===== src/rtl/ysyx_24100006_pipe_fifo.sv =====
// Pipeline skid FIFO between stages: circular buffer with registered
// occupancy and optional same-cycle pass-through when full.
module ysyx_24100006_pipe_fifo #(
  parameter int DATA_W    = 32,
  parameter int DEPTH     = 2,
  parameter bit REG_READY = 1'b1
) (
  input  logic                     clk,
  input  logic                     reset,
  input  logic                     flush_i,
  input  logic                     in_valid,
  output logic                     in_ready,
  input  logic [DATA_W-1:0]        in_data,
  output logic                     out_valid,
  input  logic                     out_ready,
  output logic [DATA_W-1:0]        out_data,
  output logic [$clog2(DEPTH):0]   count_o
);

  localparam int PW = $clog2(DEPTH);
  localparam int CW = PW + 1;

  logic [DATA_W-1:0] mem_q [DEPTH];
  logic [PW-1:0]     wr_q, wr_d;
  logic [PW-1:0]     rd_q, rd_d;
  logic [CW-1:0]     cnt_q, cnt_d;
  logic              full;
  logic              accept;
  logic              send;

  assign full      = (cnt_q == CW'(DEPTH));
  assign out_valid = (cnt_q != '0);
  assign out_data  = mem_q[rd_q];
  assign count_o   = cnt_q;

  // When full, ready may follow out_ready: the head slot frees this edge
  if (REG_READY) begin : g_reg_rdy
    assign in_ready = ~full;
  end else begin : g_comb_rdy
    assign in_ready = ~full | out_ready;
  end

  assign accept = in_valid & in_ready;
  assign send   = out_valid & out_ready;

  always_comb begin
    wr_d  = wr_q;
    rd_d  = rd_q;
    cnt_d = cnt_q;
    if (flush_i) begin
      wr_d  = '0;
      rd_d  = '0;
      cnt_d = '0;
    end else begin
      if (accept) wr_d = wr_q + PW'(1);
      if (send)   rd_d = rd_q + PW'(1);
      unique case ({accept, send})
        2'b10:   cnt_d = cnt_q + CW'(1);
        2'b01:   cnt_d = cnt_q - CW'(1);
        default: cnt_d = cnt_q;
      endcase
    end
  end

  always_ff @(posedge clk or negedge reset) begin
    if (!reset) begin
      wr_q  <= '0;
      rd_q  <= '0;
      cnt_q <= '0;
    end else begin
      wr_q  <= wr_d;
      rd_q  <= rd_d;
      cnt_q <= cnt_d;
    end
  end

  always_ff @(posedge clk) begin
    if (accept && !flush_i) begin
      mem_q[wr_q] <= in_data;
    end
  end

endmodule

===== config.mk =====
export PLATFORM = sky130hd
export DESIGN_NAME = ysyx_24100006_pipe_fifo
export DESIGN_NICKNAME = d
export VERILOG_FILES = /design/src/rtl/ysyx_24100006_pipe_fifo.sv
export SDC_FILE = /design/constraint.sdc
export NUM_CORES = 1
export LEC_CHECK = 0
export ABC_AREA = 1
export BUFFER_PORTS_ARGS = -buffer_cell sky130_fd_sc_hd__buf_4
export CAP_MARGIN = 20
export CORE_MARGIN = 1.5
export CORE_UTILIZATION = 51
export DETAILED_ROUTE_END_ITERATION = 10
export GPL_ROUTABILITY_DRIVEN = 1
export PLACE_DENSITY_LB_ADDON = 0.15
export SLEW_MARGIN = 20
export SYNTH_ARGS = -nofsm -noshare
export SYNTH_HDL_FRONTEND = slang
export SYNTH_SLANG_ARGS = --single-unit

===== constraint.sdc =====
create_clock -name clk -period 2.9 [get_ports clk]
set_input_delay 0.435 -clock clk [delete_from_list [all_inputs] [get_ports clk]]
set_output_delay 0.435 -clock clk [all_outputs]
set_load 0.03 [all_outputs]

# Word-level counts from Yosys, hierarchy flattened
# Memories as Yosys holds them, arrays and structs flattened.
# Cells that the tools add are included.
# op_classes
n_bitwise	3
addsub	4
mux	8
n_reduce_logical	6
eq_ne	3
# ops
op	count
$mux 1	6
$reduce_bool 2->1	3
$eq 2x2->1 const B	2
$pmux 2 s2	1
$reduce_bool 3->1	1
$add 1x1->1 const B	2
$add 2x1->2 const B	1
$and 1x1->1	2
$eq 2x1->1 const B	1
$mux 2	1
$sub 2x1->2 const B	1
$logic_and 1x1->1	1
$logic_not 1->1	1
$not 1->1	1
# word_totals
out_inout_bits	36
ram_bits	64
register_bits	4
n_memories	1
in_bits	37
# mem_list
memory	depth	word_bits	read_ports	rd_clocked_by_memory_dff	write_ports	line_no	source
mem_q	2	32	1	0	1	23	logic [DATA_W-1:0] mem_q [DEPTH];

# Depth between registers and ports, before layout
# depth
word_depth	6
ltp_mapped	7

# Least setup slack after synthesis
# OpenSTA, ideal clock, no wires.
# synth_path
path_kind	flip-flop to flip-flop
start	register cnt_q[0] (netlist: count_o[0])
end	memory mem_q[1][0] (enable)
n_path_buf	0
path_slack_ns	0.082
t_arrival_ns	2.397
path_stages_with_launch	5
synth_period_minus_slack_ns	2.818
path_cell_list	dfrtp_1 inv_2 nand2_1 nand2_2 nor2_1
# synth_via
elab_chain_len	6
# synth_rtl
item	line_no	source
from (decl)	26	logic [CW-1:0] cnt_q, cnt_d;
from (signal assigned)	73	cnt_q <= cnt_d;
$eq 2x2->1	31	assign full = (cnt_q == CW'(DEPTH));
$not 1->1	38	assign in_ready = ~full;
net in_ready	12	output logic in_ready,
$and 1x1->1	43	assign accept = in_valid & in_ready;
$logic_and 1x1->1	78	if (accept && !flush_i) begin
$mux 1	78	
$mux 1 (not written as such)	79	mem_q[wr_q] <= in_data;
to (decl)	23	
# The timed path passes the listed nets, and every way through them passes these cells.

# Worst setup path after layout
# layout_path
start	register rd_q
end	output out_data[0]
# layout_via
elab_chain_len	1
# layout_rtl
item	line_no	source
from (decl)	25	logic [PW-1:0] rd_q, rd_d;
from (signal assigned)	72	rd_q <= rd_d;
$mem_v2 2x32	--	
to (decl)	16	output logic [DATA_W-1:0] out_data,
# No other way between the ends.

==> metrics.md <==
| Metric | Value |
|---|---|
| Status | `complete, no violations` |
| Share of cells above drive strength 1 | `33.79%` |
| Antenna viol nets, final | `0` |
| DIE AREA | `0.005474 mm²` |
| Setup TNS | `0 ps` |
| Global route overflow | `0` |
| # H-tree levels | `3` |
| Worst setup EP type | `primary output` |
| Logic pwr share | `18.3%` |
| Initial DRC Count | `104` |
| Mapped Area | `0.002570 mm²` |
| Internal power | `1620 µW` |
| Post-synth EDFFs | `64` |
| Post-synth cell types | `16` |
| Root Buffer | `clkbuf_8` |
| Synth Area in Compound Gates | `1.168%` |
| DR DRC count | `0` |
| Most used standard cell by instance count after synthesis | `nand2_1` |
| Min Tclk post-route | `1981 ps` |
| Placer congestion estimate | `0.7217` |
| PwrDens | `654.9 mW/mm²` |
| Max-cap violations | `0` |
| Ys flop type | `edfxtp_1` |
| Simple-Gate Fraction of Synth Area | `17.82%` |
| Hold crit path type | `input pin to flip-flop` |
| Post-CTS Hold Buffers | `1` |
| Port bufs | `72` |
| GR Util All Layers | `17.77%` |
| Max Freq | `504.8 MHz` |
| Area Overhead vs Synth | `31.89%` |
| Area occupied by multi-input gates | `503.0 µm²` |
| Data required time at the worst endpoint | `2470 ps` |
| Slew Viols, Final | `0` |
| Std cell rows | `25` |
| FF-to-FF Start | `count_o[0]$_DFFE_PN0P_` |
| VDD IR max | `0.4634 mV` |
| Switching power | `600.2 µW` |
| Post-DP HPWL | `3.035 mm` |
| Rel. slew slack | `63.97%` |
| Cts repair resizes | `0` |
| Startpoint types | `flip-flop` |
| CTS sink count | `68` |
| Vias post-DR | `1697` |
| Setup-failing EPs final | `0` |
| Setup Skew | `4.746 ps` |
| Fillcell total | `340` |
| Post-Syn Instances | `204` |
| Register bit total from synthesis | `68` |
| Post-Layout Inst Area | `0.003390 mm²` |
| Register area | `0.002022 mm²` |
| Post-synthesis adder-cell area fraction | `0%` |
| Worst R2R End | `mem_q[0][5]$_DFFE_PP_` |
| Post-synthesis mux area share | `0%` |
| Slew @ Worst Pin | `539.6 ps` |
| Reg-to-reg slack, setup | `980 ps` |
| Max Buffers Root-to-Sink | `2` |
| Endpoints failing hold | `0` |
| Beginning of the critical path | `rd_q$_DFFE_PN0P_` |
| Largest net degree at the start of global routing | `35` |
| Crit path max fanout | `34` |
| First-pass GRT wire length | `6.775 mm` |
| Total CTS buffers | `9` |
| Placed Area | `0.003207 mm²` |
| Placed Cells | `340` |
| CP endpoint | `out_data[0]` |
| CTS tree | `done` |
| Final WL | `4.573 mm` |
| Antenna diode count | `0` |
| Ports | `73` |
| Clock power frac | `30.5%` |
| RSZ-0062 raised after global routing | `false` |
| Core Box Area | `0.004786 mm²` |
| Number of post-CTS setup repair buffers | `0` |
| Top cell type's share of synthesized area | `74.78%` |
| Worst Path Arrival | `1550 ps` |
| Ys async rst share | `5.882%` |
| Vias in the first global route | `1511` |
| Tcrit/Tclk final | `68.31%` |
| Sw frac | `27.04%` |
| Synth area leader | `edfxtp_1` |
| Mean Syn Cell Area | `12.60 µm²` |
| R2R depth | `5` |
| Sequential power share | `51.2%` |
| Vias per Instance | `4.754` |
| First-pass DRT Iterations | `4` |
| Fin nets | `322` |
| Post-synthesis xor/xnor area fraction | `0%` |
| Fin cells | `357` |
| Register area share after synthesis | `78.68%` |
| Die height | `73.99 µm` |
| Synth cell count leaders | `nand2_1 (104), edfxtp_1 (64), buf_2 (5), nor2_1 (5)` |
| Die width | `73.99 µm` |
| Leakage | `0.001461 µW` |
| Clock Latency Late Sink | `340 ps` |
| Synth Net Count | `241` |
| Total Power Consumption | `2220 µW` |
| Routed wire per std cell | `12.81 µm` |
| Worst Hold Slack | `278.2 ps` |
| Largest cells by area after synthesis | `edfxtp_1 (75%), nand2_1 (15%), dfrtp_1 (3.9%)` |
| Initial antenna violation count | `0` |
| Largest family of logic cells by synthesized area | `simple AND/OR/NAND/NOR gates` |
| CP Class | `flip-flop to primary output` |
| Initial Util | `53.70%` |
| Synth warnings | `0` |
| Reg clk slew, reported paths | `70 ps` |
-- how the worst min path moves through the flow --
stage	cells after the start	slack, ps	from	endpoint
after global placement	1	230	reset	count_o[0]$_DFFE_PN0P_
after CTS	1	260	in_data[1]	mem_q[0][1]$_DFFE_PP_
final	1	280	in_data[3]	mem_q[1][3]$_DFFE_PP_
after global routing	1	270	in_data[4]	mem_q[1][4]$_DFFE_PP_
after floorplan	0	140	reset	count_o[0]$_DFFE_PN0P_
after detailed placement	1	240	reset	count_o[0]$_DFFE_PN0P_
-- registers in the layout, summed over array words and instances, names as in the netlist --
signal / cells
rd_q: 1
count_o: 2
mem_q: 64
wr_q: 1
-- worst max-delay path, stage by stage, from the launching register on --
cell,delay (ps)
dfrtp_1,390
inv_2,410
nand2_1,130
nand2_1,110
buf_4,160
-- final cells by class --
type	count	share of cell area, %
inverter	7	0.8121
clock buffer	14	4.799
timing repair buffer	77	17.13
tap	67	2.473
multi-input combinational	122	14.84
clock inverter	2	0.2953
sequential	68	59.65
-- cells by family after synthesis --
logic type	after synthesis
buf+inv	14
compound gates	5
flops	68
simple gates	117
-- placed cells by master (no fill, tap or decap) --
cell type / instances
clkbuf_8: 11
clkinv_2: 3
o21ai_1: 2
edfxtp_1: 64
nor2_1: 3
dlygate4sd3_1: 1
nor2_4: 2
clkbuf_1: 3
nand4_1: 4
a21oi_2: 1
nand3_1: 1
nand2_2: 3
o22ai_1: 1
a21oi_1: 1
dfrtp_1: 4
nand2_1: 104
buf_4: 76
inv_2: 2
inv_1: 4
-- metrics by stage --
stage	utilization [%]	worst slack, ps
6_report	70.82	918.9
5_1_grt	70.82	802.6
4_1_cts	70.82	889.4
3_5_place_dp	67.01	925.4
3_3_place_gp	67.01	959.6
2_1_floorplan	-	82.34
-- power by group through the flow --
stage	Combinational (µW)	Clock (µW)	Sequential, µW
after floorplan	233	0	1160
after global placement	404	0	1160
after detailed placement	409	0	1160
after CTS	411	690	1140
after global routing	437	718	1140
final	406	677	1140
-- routing by layer --
metal | routed length (µm) | GRT usage [%] | part of all wire, %
met3 | 252 | 4.472 | 5.5
met5 | 0 | 0 | 0
met1 | 1851 | 19.83 | 40
met4 | 124 | 12.35 | 2.7
met2 | 2345 | 29.86 | 51
Power figures use the tool's default switching activity.
